### config.mk
export PLATFORM = sky130hd
export DESIGN_NAME = mem_port_arbiter_flat
export DESIGN_NICKNAME = d
export VERILOG_FILES = /design/src/rtl/mem_port_arbiter_pkg.sv /design/src/rtl/mem_port_arbiter_if.sv /design/src/rtl/mem_port_arbiter_arb_rr2.sv /design/src/rtl/mem_port_arbiter.sv /design/src/flat_wrapper.sv
export SDC_FILE = /design/constraint.sdc
export NUM_CORES = 1
export LEC_CHECK = 0
export BUFFER_PORTS_ARGS = -buffer_cell sky130_fd_sc_hd__buf_4
export CORE_AREA = 2 2 108 110
export CTS_CLUSTER_DIAMETER = 40
export CTS_CLUSTER_SIZE = 40
export DETAILED_ROUTE_END_ITERATION = 8
export DIE_AREA = 0 0 110 112
export GPL_ROUTABILITY_DRIVEN = 0
export PLACE_DENSITY = 0.79
export SLEW_MARGIN = 20
export SYNTH_ARGS = -nofsm -noshare
export SYNTH_HDL_FRONTEND = slang
export SYNTH_SLANG_ARGS = --single-unit
### constraint.sdc
create_clock -name clk -period 3.2 [get_ports clk]
set_input_delay 0.32 -clock clk [delete_from_list [all_inputs] [get_ports clk]]
set_output_delay 0.32 -clock clk [all_outputs]
set_load 0.05 [all_outputs]
### src/rtl/mem_port_arbiter_pkg.sv
// mem_arb_pkg: shared state/owner types and counter width for mem_port_arbiter.
package mem_arb_pkg;
  typedef enum logic {IDLE, WAIT} arb_state_e;
  typedef enum logic {OWN_IF, OWN_LSU} owner_e;
  localparam int CNT_W = 4;
endpackage

### src/rtl/mem_port_arbiter_if.sv
// mem_port_arbiter_if: requester (IF, LSU) and memory-side signals of the shared port; slave = arbiter side.
interface mem_port_arbiter_if #(
  parameter int ADDR_W = 32,
  parameter int DATA_W = 32
);
  logic                if_req;
  logic [ADDR_W-1:0]   if_addr;
  logic                if_gnt;
  logic                if_rvalid;
  logic [DATA_W-1:0]   if_rdata;
  logic                lsu_req;
  logic                lsu_we;
  logic [ADDR_W-1:0]   lsu_addr;
  logic [DATA_W/8-1:0] lsu_bmask;
  logic [DATA_W-1:0]   lsu_wdata;
  logic                lsu_gnt;
  logic                lsu_rvalid;
  logic [DATA_W-1:0]   lsu_rdata;
  logic                mem_req;
  logic                mem_we;
  logic [ADDR_W-1:0]   mem_addr;
  logic [DATA_W/8-1:0] mem_bmask;
  logic [DATA_W-1:0]   mem_wdata;
  logic [DATA_W-1:0]   mem_rdata;
  logic                busy;
  modport slave (
    input  if_req, if_addr, lsu_req, lsu_we, lsu_addr, lsu_bmask, lsu_wdata, mem_rdata,
    output if_gnt, if_rvalid, if_rdata, lsu_gnt, lsu_rvalid, lsu_rdata,
           mem_req, mem_we, mem_addr, mem_bmask, mem_wdata, busy
  );
  modport master (
    output if_req, if_addr, lsu_req, lsu_we, lsu_addr, lsu_bmask, lsu_wdata, mem_rdata,
    input  if_gnt, if_rvalid, if_rdata, lsu_gnt, lsu_rvalid, lsu_rdata,
           mem_req, mem_we, mem_addr, mem_bmask, mem_wdata, busy
  );
endinterface

### src/rtl/mem_port_arbiter_arb_rr2.sv
// arb_rr2: 2-way arbiter, bit 1 = LSU, bit 0 = IF; round-robin on last grant when ARB_ROUND_ROBIN_EN, else bit 1 wins.
module arb_rr2 (
  input  logic [1:0] req,
`ifdef ARB_ROUND_ROBIN_EN
  input  logic       last,
`endif
  output logic [1:0] gnt
);
`ifdef ARB_ROUND_ROBIN_EN
  always_comb gnt = &req ? (last ? 2'b01 : 2'b10) : req;
`else
  always_comb gnt = {req[1], req[0] & ~req[1]};
`endif
endmodule

### src/rtl/mem_port_arbiter.sv
// mem_port_arbiter: shares one fixed-latency memory port between IF and LSU (issue, wait MEM_LAT, respond).
// ARB_ROUND_ROBIN_EN: alternate winner on contention; undefined: LSU always wins.
module mem_port_arbiter
  import mem_arb_pkg::*;
#(
  parameter int ADDR_W  = 32,
  parameter int DATA_W  = 32,
  parameter int MEM_LAT = 1
) (
  input logic clk,
  input logic rst,
  mem_port_arbiter_if.slave bus
);
  arb_state_e state, state_n;
  owner_e owner;
  logic own_we;
  logic [CNT_W-1:0] cnt;
  logic [1:0] pick, gnt;
  logic done;
`ifdef ARB_ROUND_ROBIN_EN
  logic last;
  always_ff @(posedge clk)
    if (rst) last <= 1'b0;
    else if (|gnt) last <= gnt[1];
  arb_rr2 u_arb (.req({bus.lsu_req, bus.if_req}), .last(last), .gnt(pick));
`else
  arb_rr2 u_arb (.req({bus.lsu_req, bus.if_req}), .gnt(pick));
`endif
  // Grants are held off while reset is asserted so every output reads 0 during reset.
  assign gnt  = (state == IDLE && !rst) ? pick : 2'b00;
  assign done = state == WAIT && cnt == '0;
  always_ff @(posedge clk) state <= rst ? IDLE : state_n;
  always_comb begin
    state_n       = state == IDLE ? (|gnt ? WAIT : IDLE) : (done ? IDLE : WAIT);
    bus.if_gnt    = gnt[0];
    bus.lsu_gnt   = gnt[1];
    bus.mem_req   = |gnt;
    bus.mem_we    = gnt[1] & bus.lsu_we;
    bus.mem_addr  = gnt[1] ? bus.lsu_addr : gnt[0] ? bus.if_addr : {ADDR_W{1'b0}};
    bus.mem_bmask = gnt[1] ? bus.lsu_bmask : '0;
    bus.mem_wdata = gnt[1] ? bus.lsu_wdata : {DATA_W{1'b0}};
    bus.busy      = state != IDLE;
  end
  always_ff @(posedge clk) begin
    if (rst) begin
      owner          <= OWN_IF;
      own_we         <= 1'b0;
      cnt            <= '0;
      bus.if_rvalid  <= 1'b0;
      bus.lsu_rvalid <= 1'b0;
      bus.if_rdata   <= '0;
      bus.lsu_rdata  <= '0;
    end else begin
      bus.if_rvalid  <= done && owner == OWN_IF;
      bus.lsu_rvalid <= done && owner == OWN_LSU;
      if (|gnt) begin
        owner  <= gnt[1] ? OWN_LSU : OWN_IF;
        own_we <= gnt[1] & bus.lsu_we;
        cnt    <= CNT_W'(MEM_LAT - 1);
      end else if (state == WAIT && !done) begin
        cnt <= cnt - CNT_W'(1);
      end
      if (done && owner == OWN_IF) bus.if_rdata <= bus.mem_rdata;
      if (done && owner == OWN_LSU && !own_we) bus.lsu_rdata <= bus.mem_rdata;
    end
  end
endmodule
### src/flat_wrapper.sv
// flat-port wrapper written by rule: the top's interface ports become plain ports
module mem_port_arbiter_flat import mem_arb_pkg::*;
#(
  parameter int ADDR_W  = 32,
  parameter int DATA_W  = 32,
  parameter int MEM_LAT = 1
)
  (clk, rst, bus_if_req, bus_if_addr, bus_lsu_req, bus_lsu_we, bus_lsu_addr, bus_lsu_bmask, bus_lsu_wdata, bus_mem_rdata, bus_if_gnt, bus_if_rvalid, bus_if_rdata, bus_lsu_gnt, bus_lsu_rvalid, bus_lsu_rdata, bus_mem_req, bus_mem_we, bus_mem_addr, bus_mem_bmask, bus_mem_wdata, bus_busy);
  mem_port_arbiter_if #(.ADDR_W(ADDR_W), .DATA_W(DATA_W)) bus_i ();
  input logic clk;
  input logic rst;
  input wire logic [$bits(bus_i.if_req)-1:0] bus_if_req;
  input wire logic [$bits(bus_i.if_addr)-1:0] bus_if_addr;
  input wire logic [$bits(bus_i.lsu_req)-1:0] bus_lsu_req;
  input wire logic [$bits(bus_i.lsu_we)-1:0] bus_lsu_we;
  input wire logic [$bits(bus_i.lsu_addr)-1:0] bus_lsu_addr;
  input wire logic [$bits(bus_i.lsu_bmask)-1:0] bus_lsu_bmask;
  input wire logic [$bits(bus_i.lsu_wdata)-1:0] bus_lsu_wdata;
  input wire logic [$bits(bus_i.mem_rdata)-1:0] bus_mem_rdata;
  output wire logic [$bits(bus_i.if_gnt)-1:0] bus_if_gnt;
  output wire logic [$bits(bus_i.if_rvalid)-1:0] bus_if_rvalid;
  output wire logic [$bits(bus_i.if_rdata)-1:0] bus_if_rdata;
  output wire logic [$bits(bus_i.lsu_gnt)-1:0] bus_lsu_gnt;
  output wire logic [$bits(bus_i.lsu_rvalid)-1:0] bus_lsu_rvalid;
  output wire logic [$bits(bus_i.lsu_rdata)-1:0] bus_lsu_rdata;
  output wire logic [$bits(bus_i.mem_req)-1:0] bus_mem_req;
  output wire logic [$bits(bus_i.mem_we)-1:0] bus_mem_we;
  output wire logic [$bits(bus_i.mem_addr)-1:0] bus_mem_addr;
  output wire logic [$bits(bus_i.mem_bmask)-1:0] bus_mem_bmask;
  output wire logic [$bits(bus_i.mem_wdata)-1:0] bus_mem_wdata;
  output wire logic [$bits(bus_i.busy)-1:0] bus_busy;
  assign bus_i.if_req = bus_if_req;
  assign bus_i.if_addr = bus_if_addr;
  assign bus_i.lsu_req = bus_lsu_req;
  assign bus_i.lsu_we = bus_lsu_we;
  assign bus_i.lsu_addr = bus_lsu_addr;
  assign bus_i.lsu_bmask = bus_lsu_bmask;
  assign bus_i.lsu_wdata = bus_lsu_wdata;
  assign bus_i.mem_rdata = bus_mem_rdata;
  assign bus_if_gnt = bus_i.if_gnt;
  assign bus_if_rvalid = bus_i.if_rvalid;
  assign bus_if_rdata = bus_i.if_rdata;
  assign bus_lsu_gnt = bus_i.lsu_gnt;
  assign bus_lsu_rvalid = bus_i.lsu_rvalid;
  assign bus_lsu_rdata = bus_i.lsu_rdata;
  assign bus_mem_req = bus_i.mem_req;
  assign bus_mem_we = bus_i.mem_we;
  assign bus_mem_addr = bus_i.mem_addr;
  assign bus_mem_bmask = bus_i.mem_bmask;
  assign bus_mem_wdata = bus_i.mem_wdata;
  assign bus_busy = bus_i.busy;
  mem_port_arbiter #(.ADDR_W(ADDR_W), .DATA_W(DATA_W), .MEM_LAT(MEM_LAT)) u_core (.clk(clk), .rst(rst), .bus(bus_i));
endmodule
# Yosys cells after proc, flatten, opt, wreduce, memory -nomap -nowiden
# Index checks and enable logic that the tools add are counted.
# op_classes
add_sub_neg	1
n_mux	9
n_bitwise	5
reduce_logical	12
# ops
operator	n
$mux 32	3
$logic_and 1x1->1	6
$logic_not 4->1	1
$mux 1	4
$mux 4	1
$sub 4x1->4 const B	1
$logic_not 1->1	3
$not 1->1	3
$reduce_or 3->1	1
$and 1x1->1	2
$mux 2	1
$reduce_or 2->1	1
# totals
regBits	73
in_bits	137
output_inout_bits	139

# Logic depth before layout (Yosys ltp)
# logic_depth
word_depth	6
ltp_mapped	7
depth_no_buf	5

# Modules after synthesis
# From an unflattened synthesis, not the netlist that was laid out.
# unflattened
hier_cells	412
hier_area_um2	3661.0
# modules_own_cells
module	instances	cells_per_inst	area_each_um2	seq_area_each_um2
mem_port_arbiter	1	410	3639.7	1461.4
arb_rr2	1	2	21.3	0.0

# Worst setup path after synthesis
# No wires, ideal clock.
# synth_timing
path_kind	register to output
start	register u_core.state (netlist: u_core.bus.busy)
end	output bus_mem_bmask[0]
arrival_time_ns	2.160
t_required_ns	2.880
slack_ns	0.720
path_stages_with_launch	5
n_path_buf	2
cell_sequence	dfxtp_1 > buf_2 > nor3b_2 > clkbuf_1 > and2_1
# synth_between
elab_chain_cells	4
# synth_rtl
item	line_no	text
from (decl)	mem_port_arbiter.sv:14	arb_state_e state, state_n;
from (signal assigned)	mem_port_arbiter.sv:32	always_ff @(posedge clk) state <= rst ? IDLE : state_n;
$not 1->1	mem_port_arbiter.sv:30	assign gnt = (state == IDLE && !rst) ? pick : 2'b00;
$logic_and 1x1->1	mem_port_arbiter.sv:30	
$mux 2	mem_port_arbiter.sv:30	
named net bus_lsu_gnt	flat_wrapper.sv:23	output wire logic [$bits(bus_i.lsu_gnt)-1:0] bus_lsu_gnt;
$mux 4	mem_port_arbiter.sv:40	bus.mem_bmask = gnt[1] ? bus.lsu_bmask : '0;
to (decl)	flat_wrapper.sv:29	output wire logic [$bits(bus_i.mem_bmask)-1:0] bus_mem_bmask;
# The timed path passes the listed nets, and every way through them passes these cells.

# Final worst setup path
# layout_timing
start	register u_core.state (netlist: u_core.bus.busy)
end	output bus_mem_addr[15]
# layout_between
elab_chain_cells	5
# layout_rtl
item	line_no	text
$not 1->1 (*)	mem_port_arbiter.sv:30	
$logic_and 1x1->1 (*)	mem_port_arbiter.sv:30	
$mux 2 (*)	mem_port_arbiter.sv:30	
$mux 32	mem_port_arbiter.sv:39	bus.mem_addr = gnt[1] ? bus.lsu_addr : gnt[0] ? bus.if_addr : {ADDR_W{1'b0}};
$mux 32 (*)	mem_port_arbiter.sv:39	
to (decl)	flat_wrapper.sv:28	output wire logic [$bits(bus_i.mem_addr)-1:0] bus_mem_addr;
# Mark *: on every way between the ends. The rest lies on a longest branch, timed or not.

==> parameters.txt <==
Parameter                              Value

Floorplanning
  Width of the die    110 um
  Initial cell density of the core    32.7%
  Vertical die dimension    112 um
  Die footprint    12300 um^2
  Row cnt    39
  Placeable core region    11200 um^2
  I/O pins    roughly 280

Clock network
  Hold buffer count at cts    0
  Longest Clk Path Bufs    2
  # Post-CTS Setup Buffers    0
  CTS tree    done
  Clock latency on the worst-skew pair    0.32 ns
  Num CTS Buffers    9
  Post-cts sizing count    0
  CTS clock-pin slew for the worst setup and hold paths    around 0.06 ns
  Number of sinks handled by clock tree synthesis    73
  H-tree level count    3
  Clk root buf    sky130_fd_sc_hd__clkbuf_16

Setup path
  Critical register-to-register path endpoint    u_core.bus.lsu_rdata[3]$_SDFFE_PP0P_
  Slowest cell on the critical path    sky130_fd_sc_hd__buf_4
  Minimum setup slack among reg-to-reg paths    1.04 ns
  Reg-to-reg critical path startpoint    u_core.bus.busy$_SDFF_PP0_
  CP peak stage delay    ~0.52 ns
  Critical path launch point type    register
  Worst path arrival time    2.10 ns
  Number of buffer and inverter stages on the critical path    2
  Family with the most delay on the worst path    buffers and inverters
  Classification of the worst setup path    reg2out
  Required time at the endpoint of the critical path    2.88 ns
  Cell repeated most along the worst path    sky130_fd_sc_hd__buf_4
  Biggest fanout along the worst timing path    70
  Crit-path cells    nor3b_4, buf_4, a22o_1, buf_4
  Crit. End Element    primary output
  Depth of the worst register-to-register path    3

Global route
  Number of global-route vias before repair    3526
  Global-route usage over all layers    19.8%
  Overall overflow remaining after global route    0
  Pin count of the biggest net entering global routing    approximately 110
  Antenna violations before repair    1
  First-pass GRT wire length    18500 um

Synth
  Cell count after synthesis    373
  Warning count from the yosys run    0
  Area of the mapped netlist    3650 um^2
  Sequential fraction of the synthesis area    40.1%
  Unique masters post-synth    27
  Synthesized netlist net count    about 510
  Synth Area per Inst    9.78 um^2
  Post-synthesis register bit count    73

Min path
  Type of the worst min-delay path    in2reg
  Worst hold stages    3
  Worst Hold Launch    bus_mem_rdata[5]
  Endpoint of the worst hold-timing path    u_core.bus.lsu_rdata[5]$_SDFFE_PP0P_

Placement
  Total of buffers placed on input and output ports    275
  Placed cell area    5790 um^2
  Post-DP HPWL    10100 um

Finish
  Most used cells in the layout excluding fill and tap cells    sky130_fd_sc_hd__buf_4, sky130_fd_sc_hd__nand2b_1, sky130_fd_sc_hd__dfxtp_1, sky130_fd_sc_hd__mux2i_1, sky130_fd_sc_hd__and2_1
  Final standard cell area without fillers    6060 um^2
  Post-layout net count    773
  Fillcell total    roughly 970
  # diodes    0
  Most common library cell in the layout ignoring fill and taps    sky130_fd_sc_hd__buf_4
  Relative area change from synthesis to final layout    66.1%
  Layout cell share with drive strength beyond 1    a little under half
  Final Core Density    a little over half

Detailed routing
  Via/cell ratio    4.63
  Number of search-and-repair iterations in the first detailed-routing pass    4
  Remaining antenna violation count after routing    0
  Total vias in the final route    3618
  Number of remaining DRC errors    0
  Number of DRC violations after detailed-routing iteration 0    140
  Wirelength, routed    approximately 13000 um
  DR WL/cell    16.3 um

Run status
  Run status    completed

Timing
  Shortest period the worst path allows    2.42 ns
  Transition time at the pin with the least slew margin    0.918 ns
  Setup repair after global routing missed its margin    false
  Worst slew margin relative to its limit    38.8%
  Upper clock frequency limit    0.413 GHz
  Setup tns final    0 ns
  Skew final    0.00544 ns
  Final-report hold violation count    0
  Slew Limit Fails    0
  Final cycle utilization of the critical path    75.6%
  Total of endpoints with negative setup slack in the final report    0

Power
  Maximum VDD drop    0.208 mV
  Leakage    3.01 nW
  Cell Pwr Density    between 400 and 500 nW/um^2

Job
  Reported max-cap violation count    0
[Yosys cell counts]
library cell / instances / area (um^2)
sky130_fd_sc_hd__and2_1: 37 / 231
sky130_fd_sc_hd__clkbuf_1: 18 / 67.6
sky130_fd_sc_hd__mux2i_1: 65 / 651
sky130_fd_sc_hd__dfxtp_1: 73 / 1460
sky130_fd_sc_hd__nor3_2: 1 / 10.0
sky130_fd_sc_hd__nand3_1: 1 / 5.00
sky130_fd_sc_hd__nor3b_2: 1 / 12.5
sky130_fd_sc_hd__ha_1: 2 / 25.0
sky130_fd_sc_hd__o21ai_0: 2 / 10.0
sky130_fd_sc_hd__nor3b_1: 1 / 7.51
sky130_fd_sc_hd__nor4_2: 1 / 12.5
sky130_fd_sc_hd__nand2_1: 3 / 11.3
sky130_fd_sc_hd__nand3b_4: 1 / 20.0
sky130_fd_sc_hd__o21bai_1: 2 / 15.0
sky130_fd_sc_hd__nor3_1: 3 / 15.0
sky130_fd_sc_hd__nor4b_1: 1 / 8.76
sky130_fd_sc_hd__inv_1: 5 / 18.8
sky130_fd_sc_hd__a21oi_1: 4 / 20.0
sky130_fd_sc_hd__nor2_1: 5 / 18.8
sky130_fd_sc_hd__a22o_1: 32 / 280
sky130_fd_sc_hd__nand2b_1: 98 / 613
sky130_fd_sc_hd__a211oi_1: 1 / 7.51
sky130_fd_sc_hd__or3b_1: 2 / 17.5
sky130_fd_sc_hd__buf_6: 5 / 56.3
sky130_fd_sc_hd__or3_1: 2 / 12.5
sky130_fd_sc_hd__buf_2: 6 / 30.0
sky130_fd_sc_hd__o21ba_2: 1 / 10.0
[metrics by stage]
| step | cells | hold WS, ns | total power, W | worst slack [ns] |
|---|---|---|---|---|
| 4_1_cts | 782 | 0.273 | 0.00257 | 0.802 |
| 6_report | 782 | 0.286 | 0.00254 | 0.780 |
| 3_3_place_gp | 766 | 0.460 | 0.00165 | 0.954 |
| 2_1_floorplan | 373 | 0.459 | 0.00138 | 0.720 |
| 5_1_grt | 782 | 0.288 | 0.00264 | 0.665 |
| 3_5_place_dp | 766 | 0.462 | 0.00166 | 0.896 |
[worst register-to-register path: stages, from the launching register on]
cell and delay [ns]:
sky130_fd_sc_hd__dfxtp_1 0.65, sky130_fd_sc_hd__nand2b_1 0.23, sky130_fd_sc_hd__or3_2 0.85, sky130_fd_sc_hd__mux2i_1 0.27
[sequential cells by signal (all words and copies together), names as in the netlist]
register,count
u_core.owner,1
u_core.bus.lsu_rvalid,1
u_core.own_we,1
u_core.bus.busy,1
u_core.bus.if_rvalid,1
u_core.cnt,4
u_core.bus.if_rdata,32
u_core.bus.lsu_rdata,32
[metal layers]
| metal | GRT usage (%) | wire length (um) | up-vias |
|---|---|---|---|
| met1 | 22.6 | 5030 | 1659 |
| met3 | 3.92 | 776 | 18 |
| met2 | 35.3 | 6590 | 153 |
| li1 | - | - | 1786 |
| met5 | 0 | 13 | - |
| met4 | 8.44 | 333 | 2 |
[power by group]
group / switching [W] / total (W) / internal [W] / leakage (nW)
registers: 0.0000190 / 0.000956 / 0.000937 / 0.592
clock network: 0.000375 / 0.000900 / 0.000526 / 0.129
logic: 0.000408 / 0.000684 / 0.000275 / 2.29
total: 0.000802 / 0.00254 / 0.00174 / 3.01
[area by class of cell]
class                      count  area [um^2]  share of cell area (%)
sequential                    73         1460                    24.1
clock buffer                  10          229                    3.78
timing repair buffer         279         2090                    34.6
multi-input combinational    266         2040                    33.6
inverter                       5         18.8                   0.310
tap                          143          179                    2.95
clock inverter                 6         42.5                   0.702
[kinds of logic (layout without fill, tap and decap cells)]
kind of cell	Yosys count	after routing	share of synthesized area [%]
and+or+nand+nor	157	157	27.3
DFF	73	73	40.1
muxes	65	65	17.8
AOI/OAI and AO/OA	42	42	9.40
buffers and inverters	34	300	4.73
adders and majority gates	2	2	0.686
[how the worst max path moves through the flow]
stage / depth (start not counted) / slack [ns] / end / startpoint
CTS: 4 / 0.80 / bus_mem_addr[6] / u_core.bus.busy$_SDFF_PP0_
global route: 4 / 0.66 / bus_mem_addr[0] / u_core.bus.busy$_SDFF_PP0_
floorplan: 4 / 0.72 / bus_mem_bmask[0] / u_core.bus.busy$_SDFF_PP0_
finish: 4 / 0.78 / bus_mem_addr[15] / u_core.bus.busy$_SDFF_PP0_
detailed placement: 5 / 0.90 / bus_mem_addr[6] / rst
global placement: 5 / 0.95 / bus_mem_addr[6] / rst
Power figures use the tool's default switching activity.
